### config.mk
export PLATFORM = sky130hd
export DESIGN_NAME = memory_arbiter
export DESIGN_NICKNAME = d
export VERILOG_FILES = /design/src/rtl/cpu_types_pkg.sv /design/src/rtl/arb_watchdog.sv /design/src/rtl/memory_arbiter.sv
export SDC_FILE = /design/constraint.sdc
export NUM_CORES = 1
export LEC_CHECK = 0
export ABC_CLOCK_PERIOD_IN_PS = 2100
export CAP_MARGIN = 25
export CORE_MARGIN = 8
export CORE_UTILIZATION = 22
export CTS_BUF_LIST = sky130_fd_sc_hd__clkbuf_8
export DETAILED_ROUTE_END_ITERATION = 12
export GPL_TIMING_DRIVEN = 0
export HOLD_SLACK_MARGIN = 0.03
export PLACE_DENSITY_LB_ADDON = 0.3
export SYNTH_ARGS = -nofsm -noshare
export SYNTH_HDL_FRONTEND = slang
export SYNTH_HIERARCHICAL = 1
export SYNTH_SLANG_ARGS = --single-unit
### constraint.sdc
create_clock -name CLK -period 2.1 [get_ports CLK]
set_input_delay 0.42 -clock CLK [delete_from_list [all_inputs] [get_ports CLK]]
set_output_delay 0.42 -clock CLK [all_outputs]
set_load 0.02 [all_outputs]
### src/rtl/cpu_types_pkg.sv
// Shared CPU types: RAM handshake states, arbiter FSM states and the word type.
// Also holds the default watchdog limit used by memory_arbiter.
package cpu_types_pkg;

    localparam int ARB_TIMEOUT = 64;

    typedef logic [31:0] word_t;

    typedef enum logic [1:0] {
        FREE   = 2'd0,
        BUSY   = 2'd1,
        ACCESS = 2'd2,
        ERROR  = 2'd3
    } ramstate_t;

    typedef enum logic [1:0] {
        IDLE   = 2'd0,
        DGRANT = 2'd1,
        IGRANT = 2'd2
    } arb_state_t;

    function automatic logic is_grant(arb_state_t s);
        return (s == DGRANT) || (s == IGRANT);
    endfunction

endpackage

### src/rtl/arb_watchdog.sv
// Grant watchdog: counts grant cycles that did not complete and flags expiry
// on the cycle the count reaches TIMEOUT-1.
module arb_watchdog
    import cpu_types_pkg::*;
#(
    parameter int TIMEOUT = ARB_TIMEOUT
) (
    input  logic clk,
    input  logic rst,
    input  logic clear,
    input  logic enable,
    output logic expired
);

    localparam int CW = $clog2(TIMEOUT + 1);
    localparam logic [CW-1:0] LIMIT = CW'(TIMEOUT - 1);

    logic [CW-1:0] count;

    always_ff @(posedge clk or posedge rst) begin
        if (rst) begin
            count <= '0;
        end else if (clear) begin
            count <= '0;
        end else if (enable && (count != LIMIT)) begin
            count <= count + 1'b1;
        end
    end

    assign expired = enable && (count == LIMIT);

endmodule

### src/rtl/memory_arbiter.sv
// Shares the single RAM port between instruction fetch and data access.
// Define MEMORY_ARBITER_FAIR_EN to alternate between requesters on contention.
module memory_arbiter
    import cpu_types_pkg::*;
#(
    parameter int TIMEOUT = ARB_TIMEOUT
) (
    input  logic      CLK,
    input  logic      RST,
    input  logic      iREN,
    input  word_t     iaddr,
    output logic      iwait,
    output word_t     iload,
    input  logic      dREN,
    input  logic      dWEN,
    input  word_t     daddr,
    input  word_t     dstore,
    output logic      dwait,
    output word_t     dload,
    output logic      ramREN,
    output logic      ramWEN,
    output word_t     ramaddr,
    output word_t     ramstore,
    input  word_t     ramload,
    input  ramstate_t ramstate,
    output logic      timeout
);

    arb_state_t state, next_state;

    logic d_req;
    logic ram_done;
    logic granted_req;
    logic i_done;
    logic d_done;
    logic pick_data;
    logic wd_clear;
    logic wd_enable;
    logic wd_expired;
    logic set_timeout;

    assign d_req       = dREN || dWEN;
    assign ram_done    = (ramstate == ACCESS);
    assign granted_req = ((state == DGRANT) && d_req) || ((state == IGRANT) && iREN);
    assign i_done      = (state == IGRANT) && ram_done && iREN;
    assign d_done      = (state == DGRANT) && ram_done && d_req;

    assign iwait = iREN  && !((state == IGRANT) && ram_done);
    assign dwait = d_req && !((state == DGRANT) && ram_done);
    assign iload = i_done ? ramload : '0;
    assign dload = d_done ? ramload : '0;

`ifdef MEMORY_ARBITER_FAIR_EN
    // 1 = data was served most recently, so instruction wins the next tie
    logic last_data;

    always_ff @(posedge CLK or posedge RST) begin
        if (RST) begin
            last_data <= 1'b0;
        end else if (d_done) begin
            last_data <= 1'b1;
        end else if (i_done) begin
            last_data <= 1'b0;
        end
    end

    assign pick_data = d_req && !(iREN && last_data);
`else
    assign pick_data = d_req;
`endif

    assign wd_clear  = !is_grant(state);
    assign wd_enable = granted_req && !ram_done;

    arb_watchdog #(
        .TIMEOUT (TIMEOUT)
    ) u_watchdog (
        .clk     (CLK),
        .rst     (RST),
        .clear   (wd_clear),
        .enable  (wd_enable),
        .expired (wd_expired)
    );

    always_ff @(posedge CLK or posedge RST) begin
        if (RST) begin
            state <= IDLE;
        end else begin
            state <= next_state;
        end
    end

    always_ff @(posedge CLK or posedge RST) begin
        if (RST) begin
            timeout <= 1'b0;
        end else if (set_timeout) begin
            timeout <= 1'b1;
        end
    end

    // A grant ends on completion, on the requester dropping out, or on expiry
    always_comb begin
        next_state  = state;
        set_timeout = 1'b0;
        case (state)
            IDLE: begin
                if (pick_data) begin
                    next_state = DGRANT;
                end else if (iREN) begin
                    next_state = IGRANT;
                end else begin
                    next_state = IDLE;
                end
            end
            DGRANT, IGRANT: begin
                if (!granted_req || ram_done) begin
                    next_state = IDLE;
                end else if (wd_expired) begin
                    next_state  = IDLE;
                    set_timeout = 1'b1;
                end
            end
            default: next_state = IDLE;
        endcase
    end

    always_comb begin
        ramREN   = 1'b0;
        ramWEN   = 1'b0;
        ramaddr  = '0;
        ramstore = '0;
        case (state)
            DGRANT: begin
                ramaddr  = daddr;
                ramstore = dstore;
                ramREN   = dREN;
                ramWEN   = dWEN;
            end
            IGRANT: begin
                ramaddr = iaddr;
                ramREN  = iREN;
            end
            default: begin
                ramREN = 1'b0;
            end
        endcase
    end

endmodule
==> impl_metrics.py, run 1 <==
metrics = {
    "worst_setup_path": {
        "crit_slowest_cell": "dfrtp_1",
        "start_kind": "register",
        "rrSetupSlack_ps": 30,
        "crit_path_end_kind": "output port",
        "slowest_delay_ps": 400,
        "reg2regPathDepth": 10,
        "cp_cell_sequence": "inv_2, ha_2, buf_6, nand2_4, nor2_4, buf_4, buf_6, and2_1, buf_6",
        "crit_required_ps": 1680,
        "critical_path_class": "register to output port",
        "r2r-end": "state[0]",
        "path_max_fanout": 5,
        "r2r-start": "state[1]",
        "worst_path_most_repeated_cell": "buf_6",
        "arrival_ps": 1740,
    },
    "timing": {
        "setup_viol": 41,
        "slew_headroom_pct": 73.6,
        "fin_crit_ps": 2160,
        "worstMarginPinSlew_ps": 396,
        "finalMaxSlewViolations": 0,
        "skew_ps": 0.824,
        "period_share_pct": 103,
        "fmax_ghz": 0.463,
        "setup_tns_ps": -1230,
        "hold_viol_final": 0,
        "rsz0062_at_grt": "yes",
        "fin_ws_ps": -61.1,
    },
    "route": {
        "drt-total-wl_um": 12700,
        "antenna_left": 0,
        "drtIter0Drc": 103,
        "drc_errors": 0,
        "firstDrtPassIters": 4,
        "num_vias": 2906,
        "viasPerCell": 4.48,
        "wl_per_cell_um": 19.6,
    },
    "synth": {
        "synth_edf_count": 0,
        "yosysSeqAreaShare_pct": 13.7,
        "synthMuxAreaShare_pct": 2.20,
        "synth_cells": 254,
        "synthAdderAreaFrac_pct": 2.75,
        "synth-simple-area-share_pct": 50.2,
        "synth_cell_types": 44,
        "synthesis.area_um2": 1820,
        "async_flop_share_pct": 100,
        "synth-xor-area-share_pct": 0,
        "synth_flop_cell": "dfrtp_1",
        "synth_compound_area_share_pct": 21.6,
        "synth.avg_cell_area_um2": 7.17,
        "synth_warnings": 6,
        "synth_top_family_by_area": "simple AND/OR/NAND/NOR gates",
        "yosys_register_bits": 10,
        "syn_nets": 393,
    },
    "pwr": {
        "p_clk_share_pct": 6.1,
        "finalPower_w": 0.00313,
        "p_int_w": 0.00155,
        "combPwrFrac_pct": 86.0,
        "seqPwrFrac_pct": 7.9,
        "p_sw_share_pct": 50.4,
        "power.switching_w": 0.00158,
        "p_leak_nw": 2.30,
        "peakVddDrop_v": 0.000361,
        "power-per-cell-area_nw_per_um2": 641,
    },
    "cts": {
        "numCtsBuffers": 3,
        "clock_sinks": 10,
        "cts.path.max_buffers": 2,
        "cts_tree": "built",
        "clkLatencyLatePin_ps": 230,
        "root_buffer": "clkbuf_8",
        "path_clk_slew_ps": 40,
        "cts-htree-levels": 1,
    },
    "final_layout": {
        "regArea_um2": 250,
        "final_cell_mix": "clkdlybuf4s50_1, buf_6, and2_1",
        "instances_no_fill": 649,
        "multi_input_area_um2": 1600,
        "area.growth.synth_to_final_pct": 168,
        "fillers": 762,
        "final_util_pct": 60.0,
        "stdcell_area_um2": 4880,
        "layout.nets": 684,
        "final_common_cell": "clkdlybuf4s50_1",
        "drive_above_1_share_pct": 45.3,
    },
    "grt": {
        "grt_pass1_vias": 2832,
        "gr-total-overflow": 0,
        "grt_pass1_wl_um": 17500,
        "grt_max_degree": 11,
        "groute.usage.overall_pct": 19.4,
        "antenna_found_initial": 2,
    },
    "floorplan": {
        "dieWidth_um": 107,
        "die_y_um": 107,
        "core_um2": 8130,
        "num_rows": 33,
        "initial_core_util_pct": 22.4,
        "die-area_um2": 11400,
        "ios": 268,
    },
    "placed_design": {
        "placed_cell_area_um2": 4620,
        "placed_cells": 626,
        "port_buffers": 267,
        "gp_congestion": 0.799,
        "dp_hpwl_um": 10600,
    },
    "run": {
        "cap_viol_max_count": 0,
    },
    "hold_path": {
        "min_path_type": "input port to asynchronous set/reset pin",
    },
    "outcome": {
        "violations": "negative setup slack",
        "outcome": "finished with violations",
    },
}
registers in the layout (all words and copies together), names as in the netlist:
register / count
timeout: 1
u_watchdog/count: 7
state: 2
cell usage after synthesis, types with 4 or more instances:
| cell type | instances | area share (%) |
|---|---|---|
| a21oi_1 | 4 | 1.1 |
| a22oi_1 | 32 | 13 |
| and2_1 | 97 | 33 |
| buf_2 | 7 | 1.9 |
| buf_6 | 6 | 3.7 |
| dfrtp_1 | 10 | 14 |
| ha_1 | 4 | 2.7 |
| inv_1 | 5 | 1.0 |
| nand2_1 | 5 | 1.0 |
| nor2_1 | 36 | 7.4 |
worst max-delay path, delay by kind of cell, from the launching register on:
kind / cells / cell delay (ps)
flops: 1 / 400
buf+inv: 5 / 560
simple gates: 3 / 370
fa+ha+maj: 1 / 180
repair_timing:
item	CTS	global route
cloned	2	1
buffers inserted	8	9
hold buffers	0	0
pin swaps	1	5
resized for setup	490	263
endpoints found under the setup margin	137	118
metal layers:
layer  share of wire (%)  wire length (um)  up-vias  track usage (%)
li1                    -                 -     1438                -
met1                  37              4710     1352             20.9
met2                  56              7100      104             38.1
met3                 5.9               754       10             4.14
met4                0.97               123        2             2.61
met5                0.10                13        -                0
power by group through the flow:
stage          clock [W]  sequential, W  combinational, W
5_1_grt         0.000211       0.000251           0.00289
2_1_floorplan          0       0.000240           0.00139
4_1_cts         0.000200       0.000245           0.00246
6_report        0.000189       0.000247           0.00269
3_5_place_dp           0       0.000247           0.00266
3_3_place_gp           0       0.000244           0.00263
cell families after synthesis:
group / after synthesis
multiplexers: 3
AO/OA/AOI/OAI: 52
buffers and inverters: 28
adder cells (fa/ha/maj): 4
flip-flops: 10
AND/OR/NAND/NOR: 157
cell type report:
type | instances | area share (%)
antenna | 1 | 0.0513
buffer | 22 | 4.49
clock buffer | 3 | 0.846
inverter | 6 | 0.513
multi-input combinational | 216 | 32.9
sequential | 10 | 5.13
tap | 105 | 2.69
timing repair buffer | 286 | 53.4
metrics by stage:
stage	hold WS, ps	setup WS, ps
final	420	-61.1
after floorplan	174	65.4
after global placement	488	-595
after global routing	433	-145
after detailed placement	474	-603
after CTS	413	-216
worst max path at each step:
stage / startpoint / endpoint
6_report: state[0] / iload[8]
5_1_grt: state[0] / iload[4]
4_1_cts: dWEN / dload[12]
3_5_place_dp: ramstate[0] / state[0]
3_3_place_gp: ramstate[0] / state[0]
2_1_floorplan: state[1] / state[1]
No activity file was read; power rests on OpenSTA's default activity.
==> run 2, diff against run 1 <==
ABC_AREA = 1   (was not set)
==> impl_metrics.py, run 2 <==
metrics = {
    "route": {
        "antenna_left": 0,
        "drt-total-wl_um": 13000,
        "wl_per_cell_um": 17.1,
        "drc_errors": 0,
        "num_vias": 3270,
        "viasPerCell": 4.30,
        "drtIter0Drc": 129,
        "firstDrtPassIters": 4,
    },
    "cts": {
        "clock_sinks": 10,
        "cts.path.max_buffers": 2,
        "postCtsHoldBufs": 0,
        "clkLatencyLatePin_ps": 240,
        "root_buffer": "clkbuf_8",
        "numCtsBuffers": 3,
        "cts-htree-levels": 1,
        "cts_tree": "built",
        "path_clk_slew_ps": 50,
    },
    "grt": {
        "grt_pass1_vias": 3075,
        "antenna_found_initial": 0,
        "groute.usage.overall_pct": 20.8,
        "grt_max_degree": 13,
        "gr-total-overflow": 0,
        "grt_pass1_wl_um": 18900,
    },
    "final_layout": {
        "diodes": 0,
        "reg_top3": "u_watchdog/count (7), state (2), timeout (1)",
        "regArea_um2": 251,
        "fillers": 821,
        "final_common_cell": "clkdlybuf4s50_1",
        "largest_register_ff_count": 7,
        "final_cell_mix": "clkdlybuf4s50_1, nand2_1, inv_1",
        "multi_input_area_um2": 1220,
        "layout.nets": 796,
        "top_register": "u_watchdog/count",
        "area.growth.synth_to_final_pct": 153,
        "drive_above_1_share_pct": 28.5,
    },
    "synth": {
        "yosysMostFrequentCell": "nand2_1",
        "synth_compound_area_share_pct": 10.7,
        "synth_edf_count": 0,
        "async_flop_share_pct": 100,
        "synth_top_area_share_pct": 26.3,
        "synth_top_area_cell": "nand2_1",
        "synth_cell_types": 20,
        "synth_flop_cell": "dfrtp_1",
        "synth_commonest_cells": "nand2_1, inv_1, nor2_1",
        "synth_warnings": 6,
        "synthAdderAreaFrac_pct": 2.77,
        "synth-simple-area-share_pct": 48.5,
        "synth_top_family_by_area": "simple AND/OR/NAND/NOR gates",
        "synth_cells": 376,
        "synth.avg_cell_area_um2": 4.81,
        "yosys_register_bits": 10,
        "synthesis.area_um2": 1810,
        "synthMuxAreaShare_pct": 0,
        "yosys-top-cells-area": "nand2_1, inv_1, nor2_1",
        "yosysSeqAreaShare_pct": 13.8,
        "syn_nets": 515,
        "synth-xor-area-share_pct": 0.484,
    },
    "pwr": {
        "p_leak_nw": 2.57,
        "power-per-cell-area_nw_per_um2": 711,
        "peakVddDrop_v": 0.000450,
        "finalPower_w": 0.00326,
    },
    "worst_setup_path": {
        "crit_path_end_kind": "output port",
        "critical_path_class": "register to output port",
        "start_kind": "register",
        "arrival_ps": 1690,
        "path_max_fanout": 8,
        "crit_required_ps": 1680,
        "rrSetupSlack_ps": 200,
    },
    "timing": {
        "fmax_ghz": 0.473,
        "fin_ws_ps": -13.5,
        "setup_tns_ps": -18.4,
        "worstMarginPinSlew_ps": 359,
        "finalMaxSlewViolations": 0,
        "hold_viol_final": 0,
        "skew_ps": 1.07,
        "period_share_pct": 101,
        "fin_crit_ps": 2110,
        "rsz0062_at_grt": "yes",
        "slew_headroom_pct": 76.0,
        "setup_viol": 2,
    },
    "hold_path": {
        "min_path_type": "input port to asynchronous set/reset pin",
    },
    "placed_design": {
        "port_buffers": 267,
        "gp_congestion": 0.865,
        "dp_hpwl_um": 10900,
    },
    "floorplan": {
        "core_um2": 8090,
        "ios": 268,
        "initial_core_util_pct": 22.4,
        "die_y_um": 107,
        "dieWidth_um": 107,
        "die-area_um2": 11400,
        "num_rows": 33,
    },
    "run": {
        "cap_viol_max_count": 0,
    },
    "outcome": {
        "outcome": "finished with violations",
        "violations": "negative setup slack",
    },
}
-- run 2: kinds of logic (layout without fill, tap and decap cells) --
| kind of cell | count (synthesis) | in the layout |
|---|---|---|
| simple gates | 219 | 219 |
| compound gates | 37 | 37 |
| fa+ha+maj | 4 | 4 |
| flops | 10 | 10 |
| buf+inv | 105 | 384 |
| xor+xnor | 1 | 1 |
-- run 2: area by class of cell --
| type | count | area share (%) |
|---|---|---|
| Buffer | 20 | 4.89 |
| Clock buffer | 3 | 0.902 |
| Inverter | 85 | 7.08 |
| Multi-Input combinational cell | 261 | 26.7 |
| Sequential cell | 10 | 5.50 |
| Tap cell | 105 | 2.87 |
| Timing Repair Buffer | 276 | 52.0 |
-- run 2: final timing paths --
path / from / to / cells past startpoint
min reg2reg: timeout / timeout / 1
max: state[0] / iload[15] / 7
max in group asynchronous: RST / u_watchdog/count[6] / 2
max reg2reg: state[0] / u_watchdog/count[1] / 12
min in group CLK: timeout / timeout / 1
min: RST / state[1] / 2
-- run 2: per-stage QoR --
stage               utilization (%)  hold slack, ps  worst slack (ps)  cell area (um2)  cells
global placement               57.0             481              -559             4610    748
floorplan                         -             174               198             1810    376
finish                         56.5             384             -13.5             4580    760
detailed placement             57.0             506              -580             4610    748
CTS                            56.4             383             -1.89             4560    756
global route                   56.5             402              -109             4580    760
-- run 2: power by group --
part	leakage, nW	switching, W	internal, W
registers	0.136	0.0000245	0.000219
logic	2.41	0.00166	0.00116
clock network	0.0216	0.0000744	0.000125
total	2.57	0.00175	0.00150
-- run 2: critical path, cell delays in order, from the launching register on --
cell	delay (ps)
dfrtp_2	410
inv_2	90
ha_2	170
buf_6	140
nand3_4	170
buf_6	190
nor2_1	110
buf_4	160
-- run 2: repair_timing --
item	CTS	global route
gates resized for setup	470	141
gates cloned	0	3
buffers inserted	5	2
endpoints found under the setup margin	132	129
pin swaps	3	1
-- run 2: per-layer routing --
metal  GRT usage [%]  vias up  part of all wire [%]
met3            4.74       12                   7.3
met2            40.4      124                    54
met1            22.5     1482                    38
met5               0        -                     0
met4            3.62        0                   1.4
li1                -     1652                     -
